### src/rtl/pueo_trig_rx.sv
// rtl/pueo_trig_rx.sv - TURF trigger-word receiver: frame lock, framing/sequence check, FIFO, error counters (option: PUEO_TRIG_RX_SEQCHECK_EN)
module pueo_trig_rx #(
    parameter int FIFO_DEPTH   = 16,
    parameter int SAMPLE_PHASE = 4
) (
    input  logic        sysclk_i,
    input  logic        sysclk_rstn_i,
    input  logic        sysclk_phase_i,
    input  logic [11:0] turf_trig_i,
    input  logic [7:0]  turf_metadata_i,
    input  logic        turf_valid_i,
    output logic [19:0] m_tdata_o,
    output logic        m_tvalid_o,
    input  logic        m_tready_i,
    output logic        locked_o,
    output logic [15:0] seq_err_count_o,
    output logic [15:0] frame_err_count_o,
    output logic [15:0] ovf_count_o,
    input  logic        count_clear_i
);
    localparam int AW = $clog2(FIFO_DEPTH);

    typedef enum logic [1:0] {ST_UNLOCKED, ST_ALIGN, ST_LOCKED} state_t;
    state_t state_q, state_n;

    // cnt_q is the index the current cycle would have if no pulse arrives;
    // it wraps to 0 exactly 8 cycles after a pulse.
    logic [2:0]  cnt_q, cyc;
    logic        gap_ovf_q;
    logic        lose_early, lose_missing, chk_en;
    logic        ref_q, viol, frame_bad_q, frame_bad_eff, new_viol;
    logic        cap_q, push, push_ok, pop, full;
    logic [19:0] word_q;
    logic [19:0] mem [FIFO_DEPTH];
    logic [AW-1:0] wr_ptr_q, rd_ptr_q;
    logic [AW:0]   count_q;
    logic [15:0]   frame_err_q, ovf_q;

    assign cyc          = sysclk_phase_i ? 3'd0 : cnt_q;
    assign chk_en       = (state_q == ST_LOCKED);
    assign lose_early   = chk_en && sysclk_phase_i && (cnt_q != 3'd0);
    assign lose_missing = chk_en && !sysclk_phase_i && (cnt_q == 3'd0);

    function automatic logic [15:0] sat_next(input logic [15:0] c, input logic inc);
        return (inc && c != 16'hFFFF) ? c + 16'd1 : c;
    endfunction

    // Phase counter and "spacing exceeded 8" flag used while aligning
    always_ff @(posedge sysclk_i) begin
        if (!sysclk_rstn_i) begin
            cnt_q     <= 3'd0;
            gap_ovf_q <= 1'b0;
        end else begin
            cnt_q <= cyc + 3'd1;
            if (sysclk_phase_i)
                gap_ovf_q <= 1'b0;
            else if (cnt_q == 3'd0)
                gap_ovf_q <= 1'b1;
        end
    end

    // Lock state register
    always_ff @(posedge sysclk_i) begin
        if (!sysclk_rstn_i) state_q <= ST_UNLOCKED;
        else                state_q <= state_n;
    end

    // Lock next-state logic
    always_comb begin
        state_n = state_q;
        case (state_q)
            ST_UNLOCKED: if (sysclk_phase_i) state_n = ST_ALIGN;
            ST_ALIGN:    if (sysclk_phase_i && cnt_q == 3'd0 && !gap_ovf_q) state_n = ST_LOCKED;
            ST_LOCKED:   if (lose_early || lose_missing) state_n = ST_UNLOCKED;
            default:     state_n = ST_UNLOCKED;
        endcase
    end

    assign locked_o = chk_en;

    // Framing violation: valid must match its cycle-3 value through cycle 6 and be low elsewhere
    always_comb begin
        viol = 1'b0;
        if (cyc == 3'd3)
            viol = 1'b0;
        else if (cyc >= 3'd4 && cyc <= 3'd6)
            viol = (turf_valid_i != ref_q);
        else
            viol = turf_valid_i;
    end

    assign frame_bad_eff = (cyc == 3'd0) ? 1'b0 : frame_bad_q;
    assign new_viol      = chk_en && viol && !frame_bad_eff;
    assign push          = chk_en && (cyc == 3'd7) && cap_q && !frame_bad_eff && !viol;

    // Per-frame framing state and word capture at the sample phase
    always_ff @(posedge sysclk_i) begin
        if (!sysclk_rstn_i) begin
            ref_q       <= 1'b0;
            frame_bad_q <= 1'b0;
            cap_q       <= 1'b0;
            word_q      <= 20'd0;
        end else begin
            if (cyc == 3'd3) ref_q <= turf_valid_i;
            frame_bad_q <= chk_en && (frame_bad_eff || viol);
            if (!chk_en || cyc == 3'd0)
                cap_q <= 1'b0;
            else if (cyc == 3'(SAMPLE_PHASE) && turf_valid_i && !frame_bad_eff && !viol) begin
                cap_q  <= 1'b1;
                word_q <= {turf_metadata_i, turf_trig_i};
            end
        end
    end

`ifdef PUEO_TRIG_RX_SEQCHECK_EN
    logic       seed_q, seq_inc;
    logic [6:0] exp_q;
    logic [15:0] seq_err_q;

    assign seq_inc = push && seed_q && (word_q[18:12] != exp_q);

    // Expected sequence number; reseeded from every accepted word, cleared on lock entry
    always_ff @(posedge sysclk_i) begin
        if (!sysclk_rstn_i) begin
            seed_q <= 1'b0;
            exp_q  <= 7'd0;
        end else if (state_q != ST_LOCKED && state_n == ST_LOCKED) begin
            seed_q <= 1'b0;
        end else if (push) begin
            seed_q <= 1'b1;
            exp_q  <= word_q[18:12] + 7'd1;
        end
    end

    // Saturating sequence error counter
    always_ff @(posedge sysclk_i) begin
        if (!sysclk_rstn_i || count_clear_i) seq_err_q <= 16'd0;
        else                                 seq_err_q <= sat_next(seq_err_q, seq_inc);
    end
    assign seq_err_count_o = seq_err_q;
`else
    assign seq_err_count_o = 16'd0;
`endif

    assign full    = (count_q == (AW+1)'(FIFO_DEPTH));
    assign pop     = m_tvalid_o && m_tready_i;
    assign push_ok = push && (!full || pop);

    // FIFO storage
    always_ff @(posedge sysclk_i) begin
        if (push_ok) mem[wr_ptr_q] <= word_q;
    end

    // FIFO pointers and occupancy
    always_ff @(posedge sysclk_i) begin
        if (!sysclk_rstn_i) begin
            wr_ptr_q <= '0;
            rd_ptr_q <= '0;
            count_q  <= '0;
        end else begin
            if (push_ok) wr_ptr_q <= wr_ptr_q + 1'b1;
            if (pop)     rd_ptr_q <= rd_ptr_q + 1'b1;
            case ({push_ok, pop})
                2'b10:   count_q <= count_q + 1'b1;
                2'b01:   count_q <= count_q - 1'b1;
                default: count_q <= count_q;
            endcase
        end
    end

    assign m_tvalid_o = (count_q != '0);
    assign m_tdata_o  = m_tvalid_o ? mem[rd_ptr_q] : 20'd0;

    // Saturating framing and overflow counters
    always_ff @(posedge sysclk_i) begin
        if (!sysclk_rstn_i || count_clear_i) begin
            frame_err_q <= 16'd0;
            ovf_q       <= 16'd0;
        end else begin
            frame_err_q <= sat_next(frame_err_q, new_viol || lose_early || lose_missing);
            ovf_q       <= sat_next(ovf_q, push && !push_ok);
        end
    end

    assign frame_err_count_o = frame_err_q;
    assign ovf_count_o       = ovf_q;
endmodule

### config.mk
export PLATFORM = sky130hd
export DESIGN_NAME = pueo_trig_rx
export DESIGN_NICKNAME = d
export VERILOG_FILES = /design/src/rtl/pueo_trig_rx.sv
export SDC_FILE = /design/constraint.sdc
export NUM_CORES = 1
export LEC_CHECK = 0
export CAP_MARGIN = 0
export CORE_ASPECT_RATIO = 1.1
export CORE_MARGIN = 4
export CORE_UTILIZATION = 50
export DETAILED_ROUTE_END_ITERATION = 10
export DONT_BUFFER_PORTS = 1
export PLACE_DENSITY_LB_ADDON = 0.12
export SLEW_MARGIN = 20
export SYNTH_ARGS = -nofsm -noshare
export SYNTH_HDL_FRONTEND = slang
export SYNTH_SLANG_ARGS = --single-unit
### constraint.sdc
create_clock -name sysclk_i -period 5 [get_ports sysclk_i]
set_input_delay 1.25 -clock sysclk_i [delete_from_list [all_inputs] [get_ports sysclk_i]]
set_output_delay 1.25 -clock sysclk_i [all_outputs]
set_load 0.01 [all_outputs]
==> reports/results.ini <==
[global_route]
first_global_vias = 8516
grtUsageTotal_pct = 19.5
antenna_found_initial = 0
grt_pass1_wl_um = 51100
grt_max_degree = 53
overflow = 0

[clocking]
htree_levels = 2
postCtsSetupBuffers = 0
cts_root_buf = clkbuf_16
cts_tree = yes
clockBufferDepth = 3
cts_hold_buffers = 0
cts.sinks = 398
cts_buffers = 41
clock_latency_ns = 0.52
path_clk_slew_ns = 0.06
cts_resized = 0

[logic_synthesis]
yosys.area.top_type = edfxtp_1
synth_edf_count = 320
yosys_most_used_dff = edfxtp_1
ys_warn_count = 0
async_reset_ff_share_pct = 0
ys_seq_elements = 398
synth.cell_area_um2 = 16000
synthTopCellsByArea = edfxtp_1 60%, mux4_2 14%, dfxtp_1 9.8%
synth_top_area_share_pct = 60.1
synth_cell_type_count = 65
ys_seq_area_share_pct = 69.9
avgSynthCellArea_um2 = 17.8
syn_inst = 899

[drt]
drt_iter0_markers = 529
wl_per_cell_um = 24.0
route.vias.total = 8050
wirelength_um = 33100
viasPerCell = 5.84
antenna_left = 0
firstDrtPassIters = 5
drc = 0

[placed_design]
dp.cells = 1305
gp_congestion = 0.828
dp_hpwl_um = 21000
port-buffer-count = 0
placed_cell_area_um2 = 16600

[sta]
finalSetupViolCount = 0
fin_crit_sh_pct = 83.4
min_period_ns = 4.17
maxSlewViolCount = 0
hold_viol_final = 0
finalSetupTns_ns = 0
slew_headroom_pct = 42.2
rsz0062_at_grt = no
fmax_mhz = 240
tightest_slew_ns = 0.866
fin_skew_ns = 0.0167

[setup_path]
cpMostUsedCell = mux4_2
endpoint_kind = output port
regToRegStartpoint = cnt_q[2]
slowest_delay_ns = 0.77
crit_family = multiplexers
startpoint_type = register
cp.arrival_ns = 2.92
crit_buf_inv = 1
cp_max_fo = 29
required_ns = 3.75
worstPathCellList = buf_4 -> mux4_2 -> mux4_2 -> and2_1
path_class = register to output port
worst-path-stages = 4
rr_worst_depth = 12
slowest_stage = dfxtp_4

[die]
fp.dieW_um = 178
ios = 96
fp.coreArea_um2 = 31500
rows = 68
dieArea_um2 = 34900
die_h_um = 196
initial_core_util_pct = 50.8

[run]
cap_violations = 0

[cells_and_area]
layout-drive-gt1-share_pct = 23.0
finalNonFillerCells = 1378
area.growth.synth_to_final_pct = 11.5
fin_nets = 966
final_common_cell = edfxtp_1
antenna_cells = 0
fin_area_um2 = 17800
final_cell_mix = 320 x edfxtp_1, 100 x mux4_2, 76 x dfxtp_1, 41 x clkbuf_16, 37 x and2_1

[worst_hold_path]
hold_start = gap_ovf_q
whs_path_depth = 2
min_path_type = register to register

[power_and_ir_drop]
comb_power_share_pct = 0.5
leakagePower_nw = 6.52
clkPwrFrac_pct = 44.3
switchingPower_mw = 1.18
peakVddDrop_uv = 297
total_power_mw = 6.40
switching_share_pct = 18.5
powerDensity_nw_per_um2 = 359
p_int_mw = 5.22
seqPwrFrac_pct = 55.2

[status]
status = finished clean

==> sequential cells by signal, indices dropped and copies added, names as in the netlist, 2 cells and up, named ones only <==
register	cells
count_q	5
mem	320
cnt_q	3
ovf_count_o	16
rd_ptr_q	4
frame_err_count_o	16
state_q	2
wr_ptr_q	4
word_q	20
==> layer usage <==
layer | up-vias | share of wire [%] | global-route usage (%) | wire, um
met4 | 0 | 2.0 | 4.92 | 648
li1 | 3578 | - | - | -
met1 | 4205 | 40 | 25.5 | 13300
met3 | 42 | 6.3 | 4.61 | 2080
met5 | - | 0 | 0 | 0
met2 | 225 | 51 | 33.1 | 17000
==> area by class of cell <==
type                            instances  area, um^2
Clock buffer                           61        1140
Clock inverter                         12         108
Fill cell                            2410       13700
Inverter                               14        52.6
Multi-Input combinational cell        443        4550
Sequential cell                       398       11200
Tap cell                              420         526
Timing Repair Buffer                   30         263
==> final timing paths <==
kind	end	slack (ns)
min reg2reg	gap_ovf_q	0.51
max reg2reg	count_q[4]	1.66
max	m_tdata_o[8]	0.83
min	gap_ovf_q	0.51
==> worst reg2reg max path, delay by kind of cell (launching register included) <==
| family | cells | cell delay (ns) |
|---|---|---|
| and+or+nand+nor | 5 | 1.24 |
| AOI/OAI and AO/OA | 3 | 0.75 |
| adders and majority gates | 2 | 0.68 |
| DFF | 1 | 0.38 |
| buffers and inverters | 2 | 0.19 |
==> power groups by stage <==
stage / Clock (mW) / Sequential (mW) / Combinational [mW]
CTS: 2.90 / 3.53 / 0.0341
global placement: 0 / 3.60 / 0.0327
floorplan: 0 / 3.60 / 0.0423
finish: 2.84 / 3.53 / 0.0348
global route: 3.04 / 3.53 / 0.0383
detailed placement: 0 / 3.60 / 0.0340
==> kinds of logic after synthesis <==
kind of cell    synth area share (%)
compound gates                  2.54
xor+xnor                        1.04
fa+ha+maj                      0.986
buf+inv                         2.32
flops                           69.9
mux                             15.7
other cells                   0.0235
simple gates                    7.54
==> cells in the mapped netlist, drive strengths merged (2+ instances only) <==
cell type	instances
a211oi	2
inv	14
nand2	22
o31ai	3
mux4	100
o211ai	2
ha	11
and3	10
a21oi	20
nor4	3
clkbuf	28
nand3	16
a21boi	2
nor3	11
nor2b	25
mux2i	25
and2	38
o21a	3
dfxtp	78
or3	15
nand2b	8
or4	2
nor2	35
o21ai	19
edfxtp	320
or2	2
nand4	17
and4	2
buf	31
xnor2	8
xor2	11
==> metrics by stage <==
| step | utilization [%] | hold slack (ns) | setup slack (ns) |
|---|---|---|---|
| after detailed placement | 52.6 | 0.501 | 0.885 |
| after global placement | 52.6 | 0.483 | 1.01 |
| after floorplan | - | 0.469 | 0.600 |
| after CTS | 56.6 | 0.509 | 0.721 |
| final | 56.6 | 0.510 | 0.828 |
| after global routing | 56.6 | 0.540 | 0.615 |
No activity file was read; power rests on OpenSTA's default activity.
